## config.mk

```make
export PLATFORM = sky130hd
export DESIGN_NAME = lut_writer_flat
export DESIGN_NICKNAME = d
export VERILOG_FILES = /design/src/rtl/lut_pkg.sv /design/src/rtl/lut_writer_if.sv /design/src/rtl/lut_writer.sv /design/src/flat_wrapper.sv
export SDC_FILE = /design/constraint.sdc
export NUM_CORES = 1
export LEC_CHECK = 0
export CORE_MARGIN = 1
export CORE_UTILIZATION = 38
export DETAILED_ROUTE_END_ITERATION = 10
export PLACE_DENSITY = 0.64
export REMOVE_ABC_BUFFERS = 1
export SLEW_MARGIN = 0
export SYNTH_ARGS = -nofsm -noshare
export SYNTH_HDL_FRONTEND = slang
export SYNTH_SLANG_ARGS = --single-unit
```

## constraint.sdc

```tcl
create_clock -name clk -period 1.65 [get_ports clk]
set_input_delay 0.2475 -clock clk [delete_from_list [all_inputs] [get_ports clk]]
set_output_delay 0.2475 -clock clk [all_outputs]
set_load 0.1 [all_outputs]
```

## src/rtl/lut_pkg.sv

```systemverilog
// Shared LUT definitions: table geometry, writer FSM encoding and the entry type.
// Used by the LUT itself and by its run-time writer.
// No logic here; it holds only types and constants.
package lut_pkg;

  localparam int LUT_ADDR_W = 8;
  localparam int LUT_DATA_W = 16;

  typedef enum logic [2:0] {
    IDLE  = 3'd0,
    HI    = 3'd1,
    LO    = 3'd2,
    WRITE = 3'd3,
    DONE  = 3'd4
  } lut_wr_state_t;

  typedef logic [LUT_DATA_W-1:0] lut_word_t;

endpackage

```

## src/rtl/lut_writer_if.sv

```systemverilog
// Byte stream into the LUT writer plus the LUT write port it drives.
// Pure wiring, zero latency.
// byte_ready is the only backpressure signal; the write port has no stall.
interface lut_writer_if #(
  parameter int ADDR_W = 8,
  parameter int DATA_W = 16
);

  logic              byte_valid;
  logic [7:0]        byte_data;
  logic              byte_ready;
  logic              wr_en;
  logic [ADDR_W-1:0] wr_addr;
  logic [DATA_W-1:0] wr_data;

  // Byte source and LUT side of the link.
  modport master (
    output byte_valid, byte_data,
    input  byte_ready, wr_en, wr_addr, wr_data
  );

  // The writer itself.
  modport slave (
    input  byte_valid, byte_data,
    output byte_ready, wr_en, wr_addr, wr_data
  );

endinterface

```

## src/rtl/lut_writer.sv

```systemverilog
// Loads 16-bit LUT entries from a byte stream (high byte first) to sequential addresses from base_addr.
// Latency: wr_en the cycle after the low byte transfers; peak one entry every 3 clocks.
// Backpressure: byte_ready only in HI/LO; a stalled stream holds the FSM indefinitely.
module lut_writer
  import lut_pkg::*;
#(
  parameter int ADDR_W = LUT_ADDR_W,
  parameter int DATA_W = LUT_DATA_W   // two stream bytes per entry, so this must stay 16
) (
  input  logic              clk,
  input  logic              reset_n,
  input  logic              start,
  input  logic [ADDR_W-1:0] base_addr,
  input  logic [ADDR_W:0]   count,
  lut_writer_if.slave       bus,
  output logic              busy,
  output logic              done
);

  lut_wr_state_t     state_q;
  lut_wr_state_t     state_n;
  logic [ADDR_W-1:0] addr_q;
  logic [ADDR_W:0]   remain_q;
  logic [7:0]        hi_q;

  // Every output is a flop loaded from the next-state decode, so outputs
  // line up with the state they describe and nothing is combinational
  // from the stream inputs.
  logic              byte_ready_q;
  logic              wr_en_q;
  logic [ADDR_W-1:0] wr_addr_q;
  logic [DATA_W-1:0] wr_data_q;
  logic              busy_q;
  logic              done_q;

  logic              xfer;

  assign xfer = bus.byte_valid & byte_ready_q;

  assign bus.byte_ready = byte_ready_q;
  assign bus.wr_en      = wr_en_q;
  assign bus.wr_addr    = wr_addr_q;
  assign bus.wr_data    = wr_data_q;
  assign busy           = busy_q;
  assign done           = done_q;

  // Next-state decode for the load sequence.
  always_comb begin
    state_n = state_q;
    unique case (state_q)
      IDLE:    if (start) state_n = (count == '0) ? DONE : HI;
      HI:      if (xfer) state_n = LO;
      LO:      if (xfer) state_n = WRITE;
      WRITE:   state_n = (remain_q == (ADDR_W+1)'(1)) ? DONE : HI;
      DONE:    state_n = IDLE;
      default: state_n = IDLE;
    endcase
  end

  // State register plus the address/remaining counters and high-byte holding register.
  always_ff @(posedge clk or negedge reset_n) begin
    if (!reset_n) begin
      state_q  <= IDLE;
      addr_q   <= '0;
      remain_q <= '0;
      hi_q     <= '0;
    end else begin
      state_q <= state_n;
      if (state_q == IDLE && start) begin
        addr_q   <= base_addr;
        remain_q <= count;
      end
      if (state_q == HI && xfer) hi_q <= bus.byte_data;
      if (state_q == WRITE) begin
        addr_q   <= addr_q + ADDR_W'(1);   // wraps at the top of the table
        remain_q <= remain_q - (ADDR_W+1)'(1);
      end
    end
  end

  // Registered Moore outputs; the write word is assembled as the low byte lands.
  always_ff @(posedge clk or negedge reset_n) begin
    if (!reset_n) begin
      byte_ready_q <= 1'b0;
      wr_en_q      <= 1'b0;
      wr_addr_q    <= '0;
      wr_data_q    <= '0;
      busy_q       <= 1'b0;
      done_q       <= 1'b0;
    end else begin
      byte_ready_q <= (state_n == HI) || (state_n == LO);
      wr_en_q      <= (state_n == WRITE);
      busy_q       <= (state_n == HI) || (state_n == LO) || (state_n == WRITE);
      done_q       <= (state_n == DONE);
      // Address and data only move on the entry being written; they hold otherwise.
      if (state_q == LO && xfer) begin
        wr_addr_q <= addr_q;
        wr_data_q <= {hi_q, bus.byte_data};
      end
    end
  end

endmodule
```

## src/flat_wrapper.sv

```systemverilog
// flat-port wrapper written by rule: the top's interface ports become plain ports
module lut_writer_flat import lut_pkg::*;
#(
  parameter int ADDR_W = LUT_ADDR_W,
  parameter int DATA_W = LUT_DATA_W                                                      
)
  (clk, reset_n, start, base_addr, count, busy, done, bus_byte_valid, bus_byte_data, bus_byte_ready, bus_wr_en, bus_wr_addr, bus_wr_data);
  lut_writer_if #(.ADDR_W(ADDR_W), .DATA_W(DATA_W)) bus_i ();
  input  logic clk;
  input  logic reset_n;
  input  logic start;
  input  logic [ADDR_W-1:0] base_addr;
  input  logic [ADDR_W:0] count;
  output logic busy;
  output logic done;
  input wire logic [$bits(bus_i.byte_valid)-1:0] bus_byte_valid;
  input wire logic [$bits(bus_i.byte_data)-1:0] bus_byte_data;
  output wire logic [$bits(bus_i.byte_ready)-1:0] bus_byte_ready;
  output wire logic [$bits(bus_i.wr_en)-1:0] bus_wr_en;
  output wire logic [$bits(bus_i.wr_addr)-1:0] bus_wr_addr;
  output wire logic [$bits(bus_i.wr_data)-1:0] bus_wr_data;
  assign bus_i.byte_valid = bus_byte_valid;
  assign bus_i.byte_data = bus_byte_data;
  assign bus_byte_ready = bus_i.byte_ready;
  assign bus_wr_en = bus_i.wr_en;
  assign bus_wr_addr = bus_i.wr_addr;
  assign bus_wr_data = bus_i.wr_data;
  lut_writer #(.ADDR_W(ADDR_W), .DATA_W(DATA_W)) u_core (.clk(clk), .reset_n(reset_n), .start(start), .base_addr(base_addr), .count(count), .bus(bus_i), .busy(busy), .done(done));
endmodule
```

==> metrics.txt <==
Worst Skew=between 0.006 and 0.007 ns; Final Hold Vio Count=0; first drt pass iteration count=7; DR vias/cell=about 5.2; CTS max path bufs=2; slowest stage delay, CP=around 0.55 ns; I/O pin count=57; reg-to-reg endpoint=u_core.remain_q[5]$_DFFE_PN0P_; worst setup margin=0.0475 ns; Die ar.=between 7000 and 8000 um2; initial antenna violation count=0; most frequent cells in the layout=dfrtp_1 (55), mux2_2 (31), buf_12 (31); Initial Util=around two fifths; routed wire length per instance=about 15 um; Die Wd=~84 um; H-tree lvl count=2; wire length on met1=about 2600 um; CTS buffer count=5; DRT iter0 DRCs=around 120; Crit. End Element=flip-flop; layout cells sized above 1=38.4%; GRT Overall Usage=around 17%; violated checks=design-rule violations; register area share after synthesis=between 50% and 60%; Max Freq=~620 MHz; root buffer cell=clkbuf_8; clock-pin transition on the worst setup and hold timing paths=0.10 ns; register bit count reported by yosys=56; GP Congestion=between 0.7 and 0.8; cell chain of the critical path=or4b_4 -> buf_4 -> o211ai_1 -> o311ai_0; Rows=29; critical path class=reg -> reg; DRT antenna net count=0; Setup-failing EPs final=0; vias in the first global route=about 1800; Worst Hold Class=in -> async; Reg2Reg Setup Slack=between 0.04 and 0.05 ns; drt drc=4; largest net degree at the start of global routing=27; vias=roughly 1900; async set-reset flop share out of synthesis=100%; clk_lat worst skew=0.30 ns; pin slew with the least headroom to its limit=roughly 0.6 ns; CTS Sinks=56; I/O Buffers=56; met2 wire len=2730 um; antenna cells=0; Final min period=~1.6 ns; Syn Std Cell Area=approximately 2500 um2; worst path required time=~1.8 ns; commonest non-fill, non-tap cell in the layout=dfrtp_1; startpoint class of the critical path=flip-flop; Remaining Overflow, GRT=0; DR WL met3=about 170 um; Core ar.=roughly 6400 um2; R2R Path Start=u_core.state_q[0]$_DFF_PN0_; dpl hpwl=between 4000 and 5000 um; Post-synth EDFFs=0; CTS tree=done; DR top layer=met4; Critical Path AT=1.77 ns; Chip Height=roughly 84 um; NumNets Final=325; Reg2Reg Depth=4; worst-path maximum fanout=12; Final Max Tran Viols=0; first-pass GRT wire length=approximately 9300 um; Max-Cap Viols=0; Synth cell types=43; DRT Wirelength=between 5000 and 6000 um; Tcrit/Tclk final=between 90% and 100%; Avg Cell Area, Syn=12.0 um2; Crit-path slowest cell=or4b_4; Place WS=-0.188 ns; Slew headroom=between 60% and 70%; hold slack=between 0.4 and 0.5 ns; cells after synthesis=213; Area Overhead vs Synth=49.6%; status=complete, but fails checks; ys flop type=dfrtp_1; Yosys warning total=0
==> final cells by class <==
class	count	area, um2
clock inverter	2	38.8
fill	523	2610
timing repair buffer	84	1090
multi-input combinational	142	1100
sequential	56	1400
inverter	4	15.0
clock buffer	6	72.6
tap	77	96.3
==> through the flow <==
step	setup TNS, ns	instance area, um2	util [%]	std cells
global placement	-5.86	3630	56.6	360
detailed placement	-5.93	3630	56.6	360
global route	-0.0507	3810	59.3	371
floorplan	-25.90	2470	-	202
CTS	0	3760	58.6	369
finish	0	3810	59.3	371
==> how the worst max path moves through the flow <==
stage | start | end | cells after the start
3_5_place_dp | bus_byte_valid | u_core.hi_q[4]$_DFFE_PN0P_ | 5
5_1_grt | u_core.state_q[2]$_DFF_PN0_ | u_core.remain_q[5]$_DFFE_PN0P_ | 5
6_report | u_core.state_q[0]$_DFF_PN0_ | u_core.remain_q[5]$_DFFE_PN0P_ | 4
2_1_floorplan | u_core.bus.byte_ready$_DFF_PN0_ | u_core.bus.wr_addr[0]$_DFFE_PN0P_ | 3
4_1_cts | u_core.remain_q[0]$_DFFE_PN0P_ | u_core.remain_q[6]$_DFFE_PN0P_ | 6
3_3_place_gp | bus_byte_valid | u_core.hi_q[2]$_DFFE_PN0P_ | 5
==> worst max-delay path, delay by kind of cell, from the launching register on <==
kind                   cells  cell delay (ns)
AND/OR/NAND/NOR            1             0.55
flip-flops                 1             0.45
AO/OA/AOI/OAI              2             0.24
buffers and inverters      1             0.21
==> synthesized netlist by cell type, types with 3 or more instances <==
| master | count | area share [%] |
|---|---|---|
| nor2_1 | 21 | 3.1 |
| o21ai_0 | 9 | 1.8 |
| o22ai_1 | 5 | 1.2 |
| buf_4 | 3 | 0.88 |
| nand2_1 | 16 | 2.4 |
| a21oi_1 | 12 | 2.4 |
| nand3_1 | 7 | 1.4 |
| dfrtp_1 | 56 | 55 |
| clkbuf_1 | 3 | 0.44 |
| inv_1 | 4 | 0.59 |
| buf_2 | 3 | 0.59 |
| ha_1 | 3 | 1.5 |
| mux2_2 | 31 | 14 |
==> registers in the layout, indices dropped and copies added (netlist names), 3 cells and up <==
signal and cells:
u_core.addr_q 8, u_core.remain_q 9, u_core.bus.wr_addr 8, u_core.hi_q 8, u_core.bus.wr_data 16, u_core.state_q 3
==> layer usage <==
metal  track usage (%)  up-vias
met3              2.97        6
met5                 0        -
li1                  -      940
met4              4.23        0
met1              24.5      945
met2              25.8       42
==> timing repair <==
| action | in CTS | in global routing |
|---|---|---|
| setup buffers | 0 | 2 |
| setup endpoints to repair | 3 | 14 |
| gates resized for setup | 3 | 8 |
| pin swaps | 0 | 3 |
| hold endpoints to repair | 23 | 0 |
| hold buffers | 1 | 0 |
==> kinds of logic (layout without fill, tap and decap cells) <==
family          after synthesis  in the layout  synth area share [%]
simple gates                 62             62                  13.8
flops                        56             56                  55.0
compound gates               45             45                  12.1
mux                          32             32                  14.2
buf+inv                      15             96                  3.39
fa+ha+maj                     3              3                  1.47
Power is not shown: default switching activity piles up to over one toggle a cycle in this logic, so the estimate is an artifact.
